--- config.mk ---
export PLATFORM = sky130hd
export DESIGN_NAME = ro_pair_counter
export DESIGN_NICKNAME = d
export VERILOG_FILES = /design/src/rtl/ro_puf_pkg.sv /design/src/rtl/ro_edge_counter.sv /design/src/rtl/ro_pair_counter.sv
export SDC_FILE = /design/constraint.sdc
export NUM_CORES = 1
export LEC_CHECK = 0
export BUFFER_PORTS_ARGS = -buffer_cell sky130_fd_sc_hd__buf_2
export CAP_MARGIN = 40
export CELL_PAD_IN_SITES_DETAIL_PLACEMENT = 1
export CELL_PAD_IN_SITES_GLOBAL_PLACEMENT = 1
export CORE_MARGIN = 10
export CORE_UTILIZATION = 42
export CTS_BUF_LIST = sky130_fd_sc_hd__clkbuf_4 sky130_fd_sc_hd__clkbuf_8 sky130_fd_sc_hd__clkbuf_16
export CTS_CLUSTER_SIZE = 40
export DETAILED_ROUTE_END_ITERATION = 16
export PLACE_DENSITY_LB_ADDON = 0.3
export SKIP_LAST_GASP = 1
export SYNTH_ARGS = -nofsm -noshare
export SYNTH_HDL_FRONTEND = slang
export SYNTH_SLANG_ARGS = --single-unit
--- constraint.sdc ---
create_clock -name clk -period 2.9 [get_ports clk]
set_input_delay 0 -clock clk [delete_from_list [all_inputs] [get_ports clk]]
set_output_delay 0 -clock clk [all_outputs]
set_load 0.01 [all_outputs]
--- src/rtl/ro_puf_pkg.sv ---
// Shared types and default constants for the ring-oscillator PUF measurement path.
package ro_puf_pkg;

    typedef enum logic [1:0] {
        IDLE  = 2'd0,
        ARM   = 2'd1,
        COUNT = 2'd2,
        STOP  = 2'd3
    } state_t;

    localparam int unsigned DEF_WINDOW      = 1024;
    localparam int unsigned DEF_CNT_W       = 16;
    localparam int unsigned DEF_SYNC_STAGES = 2;
    localparam int unsigned DEF_SETTLE      = 4;

    // Bits needed to hold any value in 0..n.
    function automatic int unsigned cnt_width(input int unsigned n);
        return $clog2(n + 1);
    endfunction

    localparam int unsigned WIN_CNT_W = cnt_width(DEF_WINDOW);

endpackage

--- src/rtl/ro_edge_counter.sv ---
// Synchronises one asynchronous RO output, detects its rising edges and counts
// them with a saturating counter while cnt_en is high.
module ro_edge_counter
    import ro_puf_pkg::*;
#(
    parameter int unsigned CNT_W       = DEF_CNT_W,
    parameter int unsigned SYNC_STAGES = DEF_SYNC_STAGES
) (
    input  logic             clk,
    input  logic             rst_n,
    input  logic             ro_in,
    input  logic             clr,
    input  logic             cnt_en,
    output logic [CNT_W-1:0] count
);

    logic [SYNC_STAGES-1:0] sync_q, sync_d;
    logic                   hist_q, hist_d;
    logic [CNT_W-1:0]       cnt_q, cnt_d;
    logic                   rise;

    always_comb begin
        sync_d = {sync_q[SYNC_STAGES-2:0], ro_in};
        hist_d = sync_q[SYNC_STAGES-1];
        rise   = sync_q[SYNC_STAGES-1] & ~hist_q;
        cnt_d  = cnt_q;
        if (clr) begin
            cnt_d = '0;
        end else if (cnt_en && rise && (cnt_q != '1)) begin
            cnt_d = cnt_q + CNT_W'(1);
        end
    end

    always_ff @(posedge clk or negedge rst_n) begin
        if (!rst_n) begin
            sync_q <= '0;
            hist_q <= 1'b0;
            cnt_q  <= '0;
        end else begin
            sync_q <= sync_d;
            hist_q <= hist_d;
            cnt_q  <= cnt_d;
        end
    end

    assign count = cnt_q;

endmodule

--- src/rtl/ro_pair_counter.sv ---
// Enables a pair of ring oscillators, counts each one's rising edges over a fixed
// window and resolves a single response bit (A faster than B).
module ro_pair_counter
    import ro_puf_pkg::*;
#(
    parameter int unsigned WINDOW      = DEF_WINDOW,
    parameter int unsigned CNT_W       = DEF_CNT_W,
    parameter int unsigned SYNC_STAGES = DEF_SYNC_STAGES,
    parameter int unsigned SETTLE      = DEF_SETTLE
) (
    input  logic             clk,
    input  logic             rst_n,
    input  logic             start,
    input  logic             ro_a,
    input  logic             ro_b,
    output logic             ro_en,
    output logic             busy,
    output logic             done,
    output logic             response,
    output logic             tie,
    output logic [CNT_W-1:0] count_a,
    output logic [CNT_W-1:0] count_b
);

    localparam int unsigned TMR_MAX = (WINDOW > SETTLE) ? WINDOW : SETTLE;
    localparam int unsigned TMR_W   = cnt_width(TMR_MAX);

    state_t           state_q, state_d;
    logic [TMR_W-1:0] tmr_q, tmr_d;
    logic             ro_en_q, ro_en_d;
    logic             busy_q, busy_d;
    logic             done_q, done_d;
    logic             resp_q, resp_d;
    logic             tie_q, tie_d;
    logic [CNT_W-1:0] count_a_q, count_a_d;
    logic [CNT_W-1:0] count_b_q, count_b_d;
    logic [CNT_W-1:0] cnt_a, cnt_b;
    logic             clr, cnt_en, latch;

    ro_edge_counter #(
        .CNT_W       (CNT_W),
        .SYNC_STAGES (SYNC_STAGES)
    ) u_cnt_a (
        .clk    (clk),
        .rst_n  (rst_n),
        .ro_in  (ro_a),
        .clr    (clr),
        .cnt_en (cnt_en),
        .count  (cnt_a)
    );

    ro_edge_counter #(
        .CNT_W       (CNT_W),
        .SYNC_STAGES (SYNC_STAGES)
    ) u_cnt_b (
        .clk    (clk),
        .rst_n  (rst_n),
        .ro_in  (ro_b),
        .clr    (clr),
        .cnt_en (cnt_en),
        .count  (cnt_b)
    );

    always_comb begin
        state_d = state_q;
        tmr_d   = tmr_q;
        clr     = 1'b0;
        cnt_en  = 1'b0;
        latch   = 1'b0;
        unique case (state_q)
            IDLE: begin
                // done_q high marks the cycle results appear; a start there is dropped
                if (start && !done_q) begin
                    state_d = ARM;
                    tmr_d   = TMR_W'(SETTLE - 1);
                    clr     = 1'b1;
                end
            end
            ARM: begin
                if (tmr_q == '0) begin
                    state_d = COUNT;
                    tmr_d   = TMR_W'(WINDOW - 1);
                end else begin
                    tmr_d = tmr_q - TMR_W'(1);
                end
            end
            COUNT: begin
                cnt_en = 1'b1;
                if (tmr_q == '0) begin
                    state_d = STOP;
                end else begin
                    tmr_d = tmr_q - TMR_W'(1);
                end
            end
            STOP: begin
                latch   = 1'b1;
                state_d = IDLE;
            end
            default: state_d = IDLE;
        endcase

        ro_en_d   = (state_d == ARM) || (state_d == COUNT);
        busy_d    = (state_d != IDLE);
        done_d    = latch;
        count_a_d = latch ? cnt_a : count_a_q;
        count_b_d = latch ? cnt_b : count_b_q;
        resp_d    = latch ? (cnt_a > cnt_b) : resp_q;
        tie_d     = latch ? (cnt_a == cnt_b) : tie_q;
    end

    always_ff @(posedge clk or negedge rst_n) begin
        if (!rst_n) begin
            state_q   <= IDLE;
            tmr_q     <= '0;
            ro_en_q   <= 1'b0;
            busy_q    <= 1'b0;
            done_q    <= 1'b0;
            resp_q    <= 1'b0;
            tie_q     <= 1'b0;
            count_a_q <= '0;
            count_b_q <= '0;
        end else begin
            state_q   <= state_d;
            tmr_q     <= tmr_d;
            ro_en_q   <= ro_en_d;
            busy_q    <= busy_d;
            done_q    <= done_d;
            resp_q    <= resp_d;
            tie_q     <= tie_d;
            count_a_q <= count_a_d;
            count_b_q <= count_b_d;
        end
    end

    assign ro_en    = ro_en_q;
    assign busy     = busy_q;
    assign done     = done_q;
    assign response = resp_q;
    assign tie      = tie_q;
    assign count_a  = count_a_q;
    assign count_b  = count_b_q;

endmodule

# Word level (Yosys, flattened, before mapping)

Index checks and enable logic that the tools add are counted.
W data, S select, Z words.

Add/subtract/negate cells: 3
Magnitude comparators: 1
Eq/ne operators: 10
Mux-type cells: 16
Bitwise operators: 4
Reduce and logical (&&, ||, !) cells: 14

Operators by type and width:

| cell                    | count |
|---|---|
| $mux W16                | 4 |
| $mux W11                | 3 |
| $pmux W11 S3            | 1 |
| $add A16 B1 Y16 const B | 2 |
| $ne A16 B16 Y1 const B  | 2 |
| $eq A16 B16 Y1          | 1 |
| $gt A16 B16 Y1          | 1 |
| $logic_not A11 Y1       | 1 |
| $sub A11 B1 Y11 const B | 1 |
| $pmux W2 S4             | 1 |
| $eq A2 B2 Y1 const B    | 3 |
| $mux W2                 | 3 |
| $reduce_bool A2 Y1      | 3 |
| $logic_and A1 B1 Y1     | 5 |
| $eq A2 B1 Y1 const B    | 2 |
| $mux W1                 | 4 |
| $ne A2 B2 Y1 const B    | 2 |
| $reduce_and A3 Y1       | 1 |
| $reduce_bool A3 Y1      | 1 |
| $and A1 B1 Y1           | 2 |
| $logic_not A2 Y1        | 1 |
| $not A1 Y1              | 2 |
| $logic_not A1 Y1        | 1 |
| $logic_or A1 B1 Y1      | 1 |

Flip-flop bits (word level): 88
Bits of input ports: 5
Output and inout bits: 37
Logic and storage cells: 63

# Logic depth before layout (Yosys ltp)

Gate-level depths: netlist of the first run.

Word-level depth: 6
Depth in mapped cells: 9
Gate-level depth less buffers: 9

# Cells and area by module

A second synthesis of the first run with hierarchy kept.

Cells, all modules: 458
Area total of the unflattened synthesis: 4704.5 um2

By module, submodules not included:

| module          | times used | cells an instance | area an instance (um2) | sequential area each (um2) |
|---|---|---|---|---|
| ro_pair_counter | 1          | 250               | 2667.6                 | 1251.2 |
| ro_edge_counter | 2          | 104               | 1018.5                 | 475.5 |

# Worst setup path after synthesis of the first run

No wires, ideal clock.

Kind: register -> register
From: reg tmr_q[0]
To: reg ro_en_q (netlist: ro_en)
Setup time: 0.126 ns
Data arrival time: 2.049 ns
Data required time: 2.774 ns
Setup slack: 0.725 ns
Cell stages (with the launch flop): 9
Buffers on the path: 0
Clock period less this slack: 2.175 ns
Cell sequence: dfrtp_1 -> inv_1 -> ha_1 -> or3b_1 -> or3_1 -> nor2_1 -> nor3_1 -> or2_1 -> ha_1

Word-level cells in the longest chain between the ends: 5
Elaborated cells between the ends (all ways): 7
Those cells by class: eq/ne (2); mux (3); reduce/logical (2)

RTL lines:

| element                                             | RTL line                                     | RTL |
|---|---|---|
| start: declaration                                  | ro_pair_counter.sv:29                        | `logic [TMR_W-1:0] tmr_q, tmr_d;` |
| start signal: assignment                            | ro_pair_counter.sv:124                       | `tmr_q <= tmr_d;` |
| $logic_not A11 Y1 (*)                               | ro_pair_counter.sv:80, ro_pair_counter.sv:89 |  |
| $mux W2 (on tied branches)                          | ro_pair_counter.sv:89, ro_pair_counter.sv:80 |  |
| $pmux W2 S4 (*)                                     | ro_pair_counter.sv:70                        | `unique case (state_q)` |
| $eq A2 B1 Y1 / $eq A2 B2 Y1 (equally long branches) | ro_pair_counter.sv:102                       | `ro_en_d = (state_d == ARM) \|\| (state_d == COUNT);` |
| $logic_or A1 B1 Y1 (*)                              | ro_pair_counter.sv:102                       |  |
| via ro_en_d                                         | ro_pair_counter.sv:30                        | `logic ro_en_q, ro_en_d;` |
| end signal: assignment                              | ro_pair_counter.sv:125                       | `ro_en_q <= ro_en_d;` |
| end: declaration                                    | ro_pair_counter.sv:30                        |  |

Mark *: on every way through the listed nets, which the timed path passes. The rest lies on a longest branch.
A chain may end at the register's enable or synchronous reset.

# Worst setup path after layout of the first run

Ends and elaborated chain as after synthesis.

==> results of run 1 <==
[cell families after synthesis]
kind of cell / count (synthesis)
AO/OA/AOI/OAI: 74
XOR/XNOR: 22
adder cells (fa/ha/maj): 25
buffers and inverters: 41
flip-flops: 88
multiplexers: 33
AND/OR/NAND/NOR: 139
[metal layers]
layer | track usage, % | part of all wire [%] | vias to the layer above
met5 | 0 | 0 | -
met4 | 6.11 | 2.0 | 0
met3 | 3.37 | 4.0 | 17
met2 | 26.1 | 50 | 40
met1 | 18.0 | 44 | 1671
li1 | - | - | 1609
[worst paths after layout]
| path | cells past startpoint | to | slack (ns) |
|---|---|---|---|
| max in group asynchronous | 4 | count_b[8] | 2.03 |
| max reg2reg | 8 | ro_en | 0.54 |
| min | 2 | count_a[11] | 0.1 |
| min reg2reg | 0 | u_cnt_a.sync_q[1] | 0.36 |
| min in group clk | 5 | u_cnt_b.count[1] | 0.25 |
| max | 8 | ro_en | 0.54 |
[state kept, by name, indices dropped and copies added (netlist names), 2 cells and up]
| register | flops |
|---|---|
| count_a | 16 |
| count_b | 16 |
| u_cnt_a.count | 16 |
| u_cnt_b.count | 16 |
| tmr_q | 11 |
| state_q | 2 |
| u_cnt_a.sync_q | 2 |
| u_cnt_b.sync_q | 2 |
[placed cells by master, fill, tap and decap left out, drive strengths merged, types with 3 or more instances in the layout]
master       netlist  final
or2                4      4
nor4               5      5
nand3             16     16
clkinv             0      3
nor3               9      9
a32o               3      3
dfrtp             88     88
o22a               5      5
nand4             15     15
buf                5     49
or3               11     11
and3               3      3
xor2              10     10
a21oi             27     27
o211ai             3      3
nand3b             4      4
nand2             21     21
clkinvlp           0      3
dlygate4sd3        0      3
mux2              32     32
o21ai             15     15
ha                25     25
clkbuf             9     10
or4                4      4
nor2              38     38
a31oi              7      7
inv               27     27
xnor2             12     12
[worst reg2reg max path: stages, from the launching register on]
cell,delay (ns)
dfrtp_1,0.42
inv_1,0.13
ha_1,0.18
or3b_1,0.38
or3_1,0.44
nor2_1,0.12
nor3_1,0.05
or2_1,0.25
ha_1,0.30
[per-stage QoR]
| step | instance area, um^2 | hold WS, ns |
|---|---|---|
| floorplan | 4460 | -0.296 |
| finish | 5050 | 0.0977 |
| detailed placement | 4840 | -0.0320 |
| global placement | 4820 | 0.108 |
| CTS | 5050 | 0.0988 |
| global route | 5050 | 0.140 |
[cell type report]
class | count | area [um^2] | area share, %
clock buffers | 10 | 138 | 2.72
clock inverters | 6 | 45.0 | 0.891
inverters | 27 | 101 | 2.00
multi-input cells | 293 | 2090 | 41.3
flip-flops and latches | 88 | 2200 | 43.6
well taps | 136 | 170 | 3.37
repair buffers | 52 | 310 | 6.14
[power by group through the flow]
stage	sequential, mW	clock (mW)	combinational, mW
after floorplan	1.55	0	0.837
after global placement	1.54	0	1.20
after detailed placement	1.54	0	1.28
after CTS	1.52	0.823	1.29
after global routing	1.55	0.881	1.42
final	1.52	0.791	1.27
==> impl_metrics.yaml, run 1 <==
cts:
  cts_sinks: 88
  cts_buffers: 9
  cts.path.max_buffers: 2
  cts_tree: "yes"
  postCtsSetupBuffers: 0
  hold_buffers: 3
  cts_htree_levels: 3
  clk_latency_ns: 0.37
  clk_pin_slew_ns: 0.09
  root_buffer: "clkbuf_8"
  post_cts_resized: 0
floorplanning:
  die_area_um2: 15100
  fp.coreArea_um2: 10300
  io_pins: 42
  std_cell_rows: 37
  dieWidth_um: 123
  start_util_pct: 43.2
  fp.dieH_um: 123
power:
  power_mw: 3.58
  ir_drop_uv: 399
  switching_share_pct: 38.1
  p_clk_share_pct: 22.1
  combPwrFrac_pct: 35.4
  power_switching_mw: 1.36
  pwr-share-seq_pct: 42.5
  power_per_cell_area_nw_per_um2: 708
  power_leakage_nw: 2.41
  internal-power_mw: 2.22
yosys:
  synthArstFlopShare_pct: 100
  yosysTopAreaCellShare_pct: 49.4
  ys_seq_area_share_pct: 49.4
  synth_edf_count: 0
  synthXorXnorAreaFrac_pct: 4.32
  syn_inst: 422
  ys_warn_count: 0
  synth_top_cells_by_count: "88 x dfrtp_1, 38 x nor2_1, 32 x mux2_2"
  synth_flop_cell: "dfrtp_1"
  synth_top_family_by_area: "simple AND/OR/NAND/NOR gates"
  synthAdderAreaFrac_pct: 7.02
  synth-compound-area-share_pct: 10.7
  synth-simple-area-share_pct: 16.5
  syn_nets: 452
  syn_avg_cell_area_um2: 10.6
  synth_most_common_cell: "dfrtp_1"
  syn_area_um2: 4460
  ys_ff_latch: 88
  ys_top_cells_by_area: "dfrtp_1 49%, mux2_2 8.1%, ha_1 7.0%, nor2_1 3.2%, a21oi_1 2.7%"
  muxShareOfSynthArea_pct: 8.31
  yosys.area.top_type: "dfrtp_1"
  synth.distinct_cells: 54
sta:
  skew_ns: 0.0111
  fin_crit_sh_pct: 81.5
  finalHoldViolations: 0
  rsz0062_at_grt: "false"
  fmax_mhz: 423
  relSlewSlack_pct: 45.8
  setup_ws_ns: 0.537
  slew_viol_final: 0
  worstMarginPinSlew_ns: 0.805
  period_minus_slack_ns: 2.36
  setup_viol_count_final: 0
  tns_ns: 0
placed_design:
  hpwlAfterDp_um: 8090
  pre_cts_ws_ns: 0.562
  place_congestion: 0.834
  portBuffers: 41
  placedCellCount: 593
status:
  outcome: "complete, no violations"
global_routing:
  grt_pass1_vias: 3686
  grt_max_degree: 42
  antenna_found_initial: 0
  gr-usage-all-layers_pct: 15.2
  grt-ovfl-total: 0
  grt_pass1_wl_um: 18400
finish:
  num_antenna_cells: 0
  fin_util_pct: 49.0
  nNetsFinal: 501
  fin_cells: 612
  nFillCells: 1161
  syn_to_final_growth_pct: 13.4
  layout-drive-gt1-share_pct: 22.9
critical_path:
  crit_start: "tmr_q[0]"
  critPathMaxFanout: 5
  path_common_cell: "ha_1"
  r2r_start: "tmr_q[0]"
  critPathArrivalTime_ns: 2.62
  crit_required_ns: 3.16
  endpoint_kind: "register"
  cpPeakStageDelay_ns: 0.44
  cp_slowest_cell: "or3_1"
  crit_buf_inv: 1
  path_class: "register to register"
  startpoint_type: "register"
  crit_family: "simple AND/OR/NAND/NOR gates"
  crit_chain: "inv_1, ha_1, or3b_1, or3_1, nor2_1, nor3_1, or2_1, ha_1"
detailed_routing:
  avgViaCountPerCell: 5.45
  drc: 0
  wl_per_cell_um: 17.5
  drtPass1Iterations: 4
  drtIter0Drc: 139
  totalWireLength_um: 10700
  num_vias: 3337
  ant_nets: 0
worst_hold_path:
  hp-class: "input port to asynchronous set/reset pin"
run:
  maxCapViolations: 0
No activity file was read; power rests on OpenSTA's default activity.
==> run 2: changes to the inputs <==
clock period = 2.2 ns   (was 2.9 ns; I/O delays follow)
==> run 2 against run 1 <==
Compared with the run above: the run now ends with negative setup slack left; sequential power increased by 30%; first-iteration DRC count increased by 27%; via count increased by 4.7%; maximum frequency increased by 5.8%; cell count increased by 4.2%; critical path type unchanged; largest cell class unchanged.
==> impl_metrics.yaml, run 2 (same netlist as run 1, synthesis figures left out) <==
status:
  violations: "negative setup slack"
  outcome: "finished with violations"
floorplanning:
  fp.coreArea_um2: 10300
  std_cell_rows: 37
  io_pins: 42
  start_util_pct: 43.2
  dieWidth_um: 123
  die_area_um2: 15100
  fp.dieH_um: 123
cts:
  root_buffer: "clkbuf_8"
  clk_latency_ns: 0.37
  clk_pin_slew_ns: 0.09
  cts_buffers: 9
  cts_sinks: 88
  cts.path.max_buffers: 2
  cts_htree_levels: 3
  cts_tree: "yes"
finish:
  nNetsFinal: 527
  final_common_cell: "dfrtp_1"
  fin_cells: 638
  layout-drive-gt1-share_pct: 28.9
  layout_common_cells: "88 x dfrtp_1, 40 x buf_2, 36 x nor2_1"
  num_antenna_cells: 0
  nFillCells: 1146
  syn_to_final_growth_pct: 19.3
critical_path:
  endpoint_kind: "register"
  worst_r2r_endpoint: "ro_en"
  crit_required_ns: 2.45
  r2r_setup_slack_ns: -0.03
  startpoint_type: "register"
  critPathMaxFanout: 4
  crit_chain: "inv_2, ha_4, or3b_4, or3_4, nor2_2, nor3_1, or2_1, ha_1"
  critPathArrivalTime_ns: 2.48
  path_class: "register to register"
  cpPeakStageDelay_ns: 0.41
  cp_slowest_cell: "dfrtp_1"
  crit_buf_inv: 1
  crit_family: "simple AND/OR/NAND/NOR gates"
  r2r_start: "tmr_q[1]"
  ff2ff_path_depth: 8
sta:
  setup_ws_ns: -0.0333
  worstMarginPinSlew_ns: 0.533
  setup_viol_count_final: 1
  fmax_mhz: 448
  slew_viol_final: 0
  relSlewSlack_pct: 64.1
  rsz0062_at_grt: "true"
  fin_crit_sh_pct: 102
  period_minus_slack_ns: 2.23
  finalHoldViolations: 0
  skew_ns: 0.0144
placed_design:
  place_congestion: 0.823
  placedCellCount: 613
  hpwlAfterDp_um: 8150
  portBuffers: 41
  pre_cts_ws_ns: -0.0707
detailed_routing:
  totalWireLength_um: 11200
  drc: 0
  drtPass1Iterations: 4
  ant_nets: 0
  avgViaCountPerCell: 5.48
  num_vias: 3495
  wl_per_cell_um: 17.6
  drtIter0Drc: 177
worst_hold_path:
  hp-class: "input port to asynchronous set/reset pin"
global_routing:
  grt_pass1_vias: 3787
  gr-usage-all-layers_pct: 15.5
  grt_pass1_wl_um: 18900
  grt_max_degree: 39
  antenna_found_initial: 0
  grt-ovfl-total: 0
power:
  ir_drop_uv: 543
  power_per_cell_area_nw_per_um2: 965
  power_leakage_nw: 2.56
run:
  maxCapViolations: 0
[run 2: where the power goes]
part | internal, mW | switching [mW]
clock | 0.567 | 0.580
combinational | 0.833 | 1.17
sequential | 1.83 | 0.150
[run 2: layer usage]
layer / track usage [%] / part of all wire (%)
met1: 18.2 / 43
met2: 27.4 / 51
met3: 3.69 / 4.0
met4: 4.95 / 1.5
met5: 0 / 0
[run 2: worst register-to-register path, cell delays in order, from the launching register on]
cell and delay [ns]:
dfrtp_1 0.41, inv_2 0.10, ha_4 0.14, or3b_4 0.38, or3_4 0.41, nor2_2 0.12, nor3_1 0.05, or2_1 0.23
ha_1 0.29
[run 2: metrics by stage]
step	TNS, ns	hold WS, ns	total power, mW	utilization [%]	area, um^2
after global routing	-0.111	0.178	5.48	51.5	5320
after CTS	0	0.147	5.03	50.8	5250
after detailed placement	-0.0707	0.00483	3.83	48.4	4990
after global placement	0	0.00294	3.73	48.4	4990
after floorplan	0	-0.296	3.15	-	4460
final	-0.0333	0.138	5.13	51.5	5320
[run 2: repair_timing]
item | 4_1_cts | 5_1_grt
resized for setup | 4 | 9
hold endpoints to repair | 37 | 0
hold buffers | 3 | 0
endpoints found under the setup margin | 1 | 13
pin swaps | 1 | 6
buffers inserted | 2 | 4
[run 2: area by class of cell]
cell class,count,area (um^2),share of cell area (%)
flip-flops and latches,88,2200,41.4
inverters,27,101,1.91
clock buffers,11,145,2.73
repair buffers,78,505,9.51
well taps,136,170,3.20
clock inverters,5,56.3,1.06
multi-input cells,293,2140,40.2
[run 2: worst max-delay path by stage]
stage                  start    end  slack (ns)  cells after the start
floorplan           tmr_q[0]  ro_en        0.03                      8
global placement    tmr_q[0]  ro_en        0.05                      8
global route        tmr_q[1]  ro_en        -0.1                      8
detailed placement  tmr_q[1]  ro_en       -0.07                      8
finish              tmr_q[1]  ro_en       -0.03                      8
CTS                 tmr_q[0]  ro_en       0.005                      8
==> run 3: changes to the inputs <==
CELL_PAD_IN_SITES_GLOBAL_PLACEMENT = 2   (was 1)
CORE_UTILIZATION = 35   (was 42)
SLEW_MARGIN = 20   (was unset)
clock period = 2 ns   (was 2.2 ns; I/O delays follow)
==> run 3 against run 2 <==
Compared with the run above: the run still ends with negative setup slack left; die area rose by 17%; sequential power increased by 9.6%; register-to-register slack worse by 0.13 ns; sequential cell count is the same; routed wire length is 10% higher.
==> impl_metrics.yaml, run 3 (same netlist as run 1, synthesis figures left out) <==
floorplanning:
  fp.dieH_um: 133
  std_cell_rows: 41
  start_util_pct: 35.5
  fp.coreArea_um2: 12600
  dieWidth_um: 133
  io_pins: 42
  die_area_um2: 17700
critical_path:
  cpPeakStageDelay_ns: 0.44
  startpoint_type: "register"
  cp_slowest_cell: "or3_4"
  critPathArrivalTime_ns: 2.40
  path_class: "register to register"
  crit_family: "simple AND/OR/NAND/NOR gates"
  crit_buf_inv: 1
  ff2ff_path_depth: 8
  crit_required_ns: 2.24
  endpoint_kind: "register"
  cp.depth: 8
  path_common_cell: "ha_4"
  critPathMaxFanout: 4
  crit_chain: "inv_2, ha_4, or3b_4, or3_4, nor2_4, nor3_2, or2_4, ha_4"
placed_design:
  hpwlAfterDp_um: 8950
  placedCellCount: 686
  place_congestion: 0.869
  portBuffers: 41
finish:
  layout-drive-gt1-share_pct: 37.9
  final_common_cell: "dfrtp_1"
  layout_common_cells: "88 x dfrtp_1, 69 x buf_4, 40 x buf_2"
  fin_cells: 716
  num_antenna_cells: 0
  syn_to_final_growth_pct: 32.8
  nNetsFinal: 569
detailed_routing:
  drc: 0
  wl_per_cell_um: 17.2
  totalWireLength_um: 12400
  ant_nets: 0
  num_vias: 3700
  drtIter0Drc: 104
  avgViaCountPerCell: 5.17
  drtPass1Iterations: 4
global_routing:
  grt-ovfl-total: 0
  grt_max_degree: 50
  grt_pass1_vias: 4169
  grt_pass1_wl_um: 20800
  antenna_found_initial: 0
  gr-usage-all-layers_pct: 14.4
cts:
  cts_tree: "yes"
  clk_pin_slew_ns: 0.06
  cts_sinks: 88
  clk_latency_ns: 0.35
  root_buffer: "clkbuf_16"
  cts_buffers: 9
  cts.path.max_buffers: 2
  cts_htree_levels: 3
status:
  violations: "negative setup slack"
  outcome: "finished with violations"
power:
  switching_share_pct: 36.0
  ir_drop_uv: 654
  power_leakage_nw: 2.84
  pwr-share-seq_pct: 31.6
  p_clk_share_pct: 25.3
  internal-power_mw: 4.40
  combPwrFrac_pct: 43.1
  power_switching_mw: 2.47
  power_per_cell_area_nw_per_um2: 1160
sta:
  setup_viol_count_final: 10
  setup_ws_ns: -0.162
  skew_ns: 0.00640
  period_minus_slack_ns: 2.16
  fmax_mhz: 463
  relSlewSlack_pct: 64.0
  finalHoldViolations: 0
  slew_viol_final: 0
  whs_ns: 0.172
  fin_crit_sh_pct: 108
  worstMarginPinSlew_ns: 0.540
  rsz0062_at_grt: "true"
run:
  maxCapViolations: 0
worst_hold_path:
  hp-class: "input port to asynchronous set/reset pin"
run 3: cell types whose count changed in the layout (fill, tap and decap cells not counted), moves of 2 or more:
cell,before,now
clkbuf_16,0,9
clkbuf_8,10,1
or4_1,4,2
a21boi_2,0,2
a21boi_1,2,0
ha_1,24,21
buf_6,0,5
or4_4,0,2
buf_4,34,69
ha_4,1,3
run 3: path summary, 6_finish.rpt:
| check | slack (ns) | end | from |
|---|---|---|---|
| worst min register to register | 0.35 | u_cnt_a.sync_q[1] | u_cnt_a.sync_q[0] |
| worst max-delay path | -0.16 | ro_en | tmr_q[0] |
| max in group asynchronous | 1.18 | tmr_q[6] | rst_n |
| worst min-delay path | 0.17 | count_a[11] | rst_n |
| min in group clk | 0.29 | u_cnt_b.sync_q[0] | ro_b |
| worst max register to register | -0.16 | ro_en | tmr_q[0] |
run 3: worst register-to-register path, cell delays in order (launching register included):
cell     delay (ns)
dfrtp_1        0.39
inv_2          0.08
ha_4           0.13
or3b_4         0.37
or3_4          0.44
nor2_4         0.10
nor3_2         0.04
or2_4          0.27
ha_4           0.23
run 3: final cells by class:
class                           count  area, um^2
Clock buffer                       11         246
Inverter                           27         101
Timing Repair Buffer              118         825
Fill cell                        1394        6650
Multi-Input combinational cell    295        2280
Sequential cell                    88        2200
Tap cell                          172         215
Clock inverter                      5        56.3
run 3: metrics by stage:
| step | utilization [%] | TNS [ns] | power [mW] | setup WS, ns | instance area (um^2) |
|---|---|---|---|---|---|
| 4_1_cts | 46.0 | -0.600 | 6.64 | -0.137 | 5790 |
| 6_report | 47.1 | -0.597 | 6.87 | -0.162 | 5920 |
| 3_3_place_gp | 42.5 | -0.141 | 4.42 | -0.0667 | 5340 |
| 3_5_place_dp | 42.5 | -1.15 | 4.54 | -0.142 | 5340 |
| 2_1_floorplan | - | -0.0539 | 3.50 | -0.0539 | 4480 |
| 5_1_grt | 47.1 | -1.87 | 7.29 | -0.219 | 5920 |
run 3: power by group through the flow:
stage	clock, mW	sequential [mW]	combinational, mW
after global routing	1.86	2.20	3.23
final	1.74	2.17	2.96
after global placement	0	2.18	2.24
after CTS	1.79	2.16	2.69
after floorplan	0	2.26	1.24
after detailed placement	0	2.19	2.35
run 3: per-layer routing:
metal  vias to the layer above  track usage [%]  wire length (um)
li1                       1751                -                 -
met1                      1879             16.5              5170
met2                        51             25.3              6490
met3                        19             3.56               434
met4                         0             5.38               248
met5                         -                0                 0
run 3: timing repair:
action	in CTS	in global routing
cloned	2	0
setup endpoints to repair	13	20
gates resized for setup	16	23
hold endpoints to repair	41	0
setup buffers	5	5
hold buffers	3	0
pin swaps	5	15
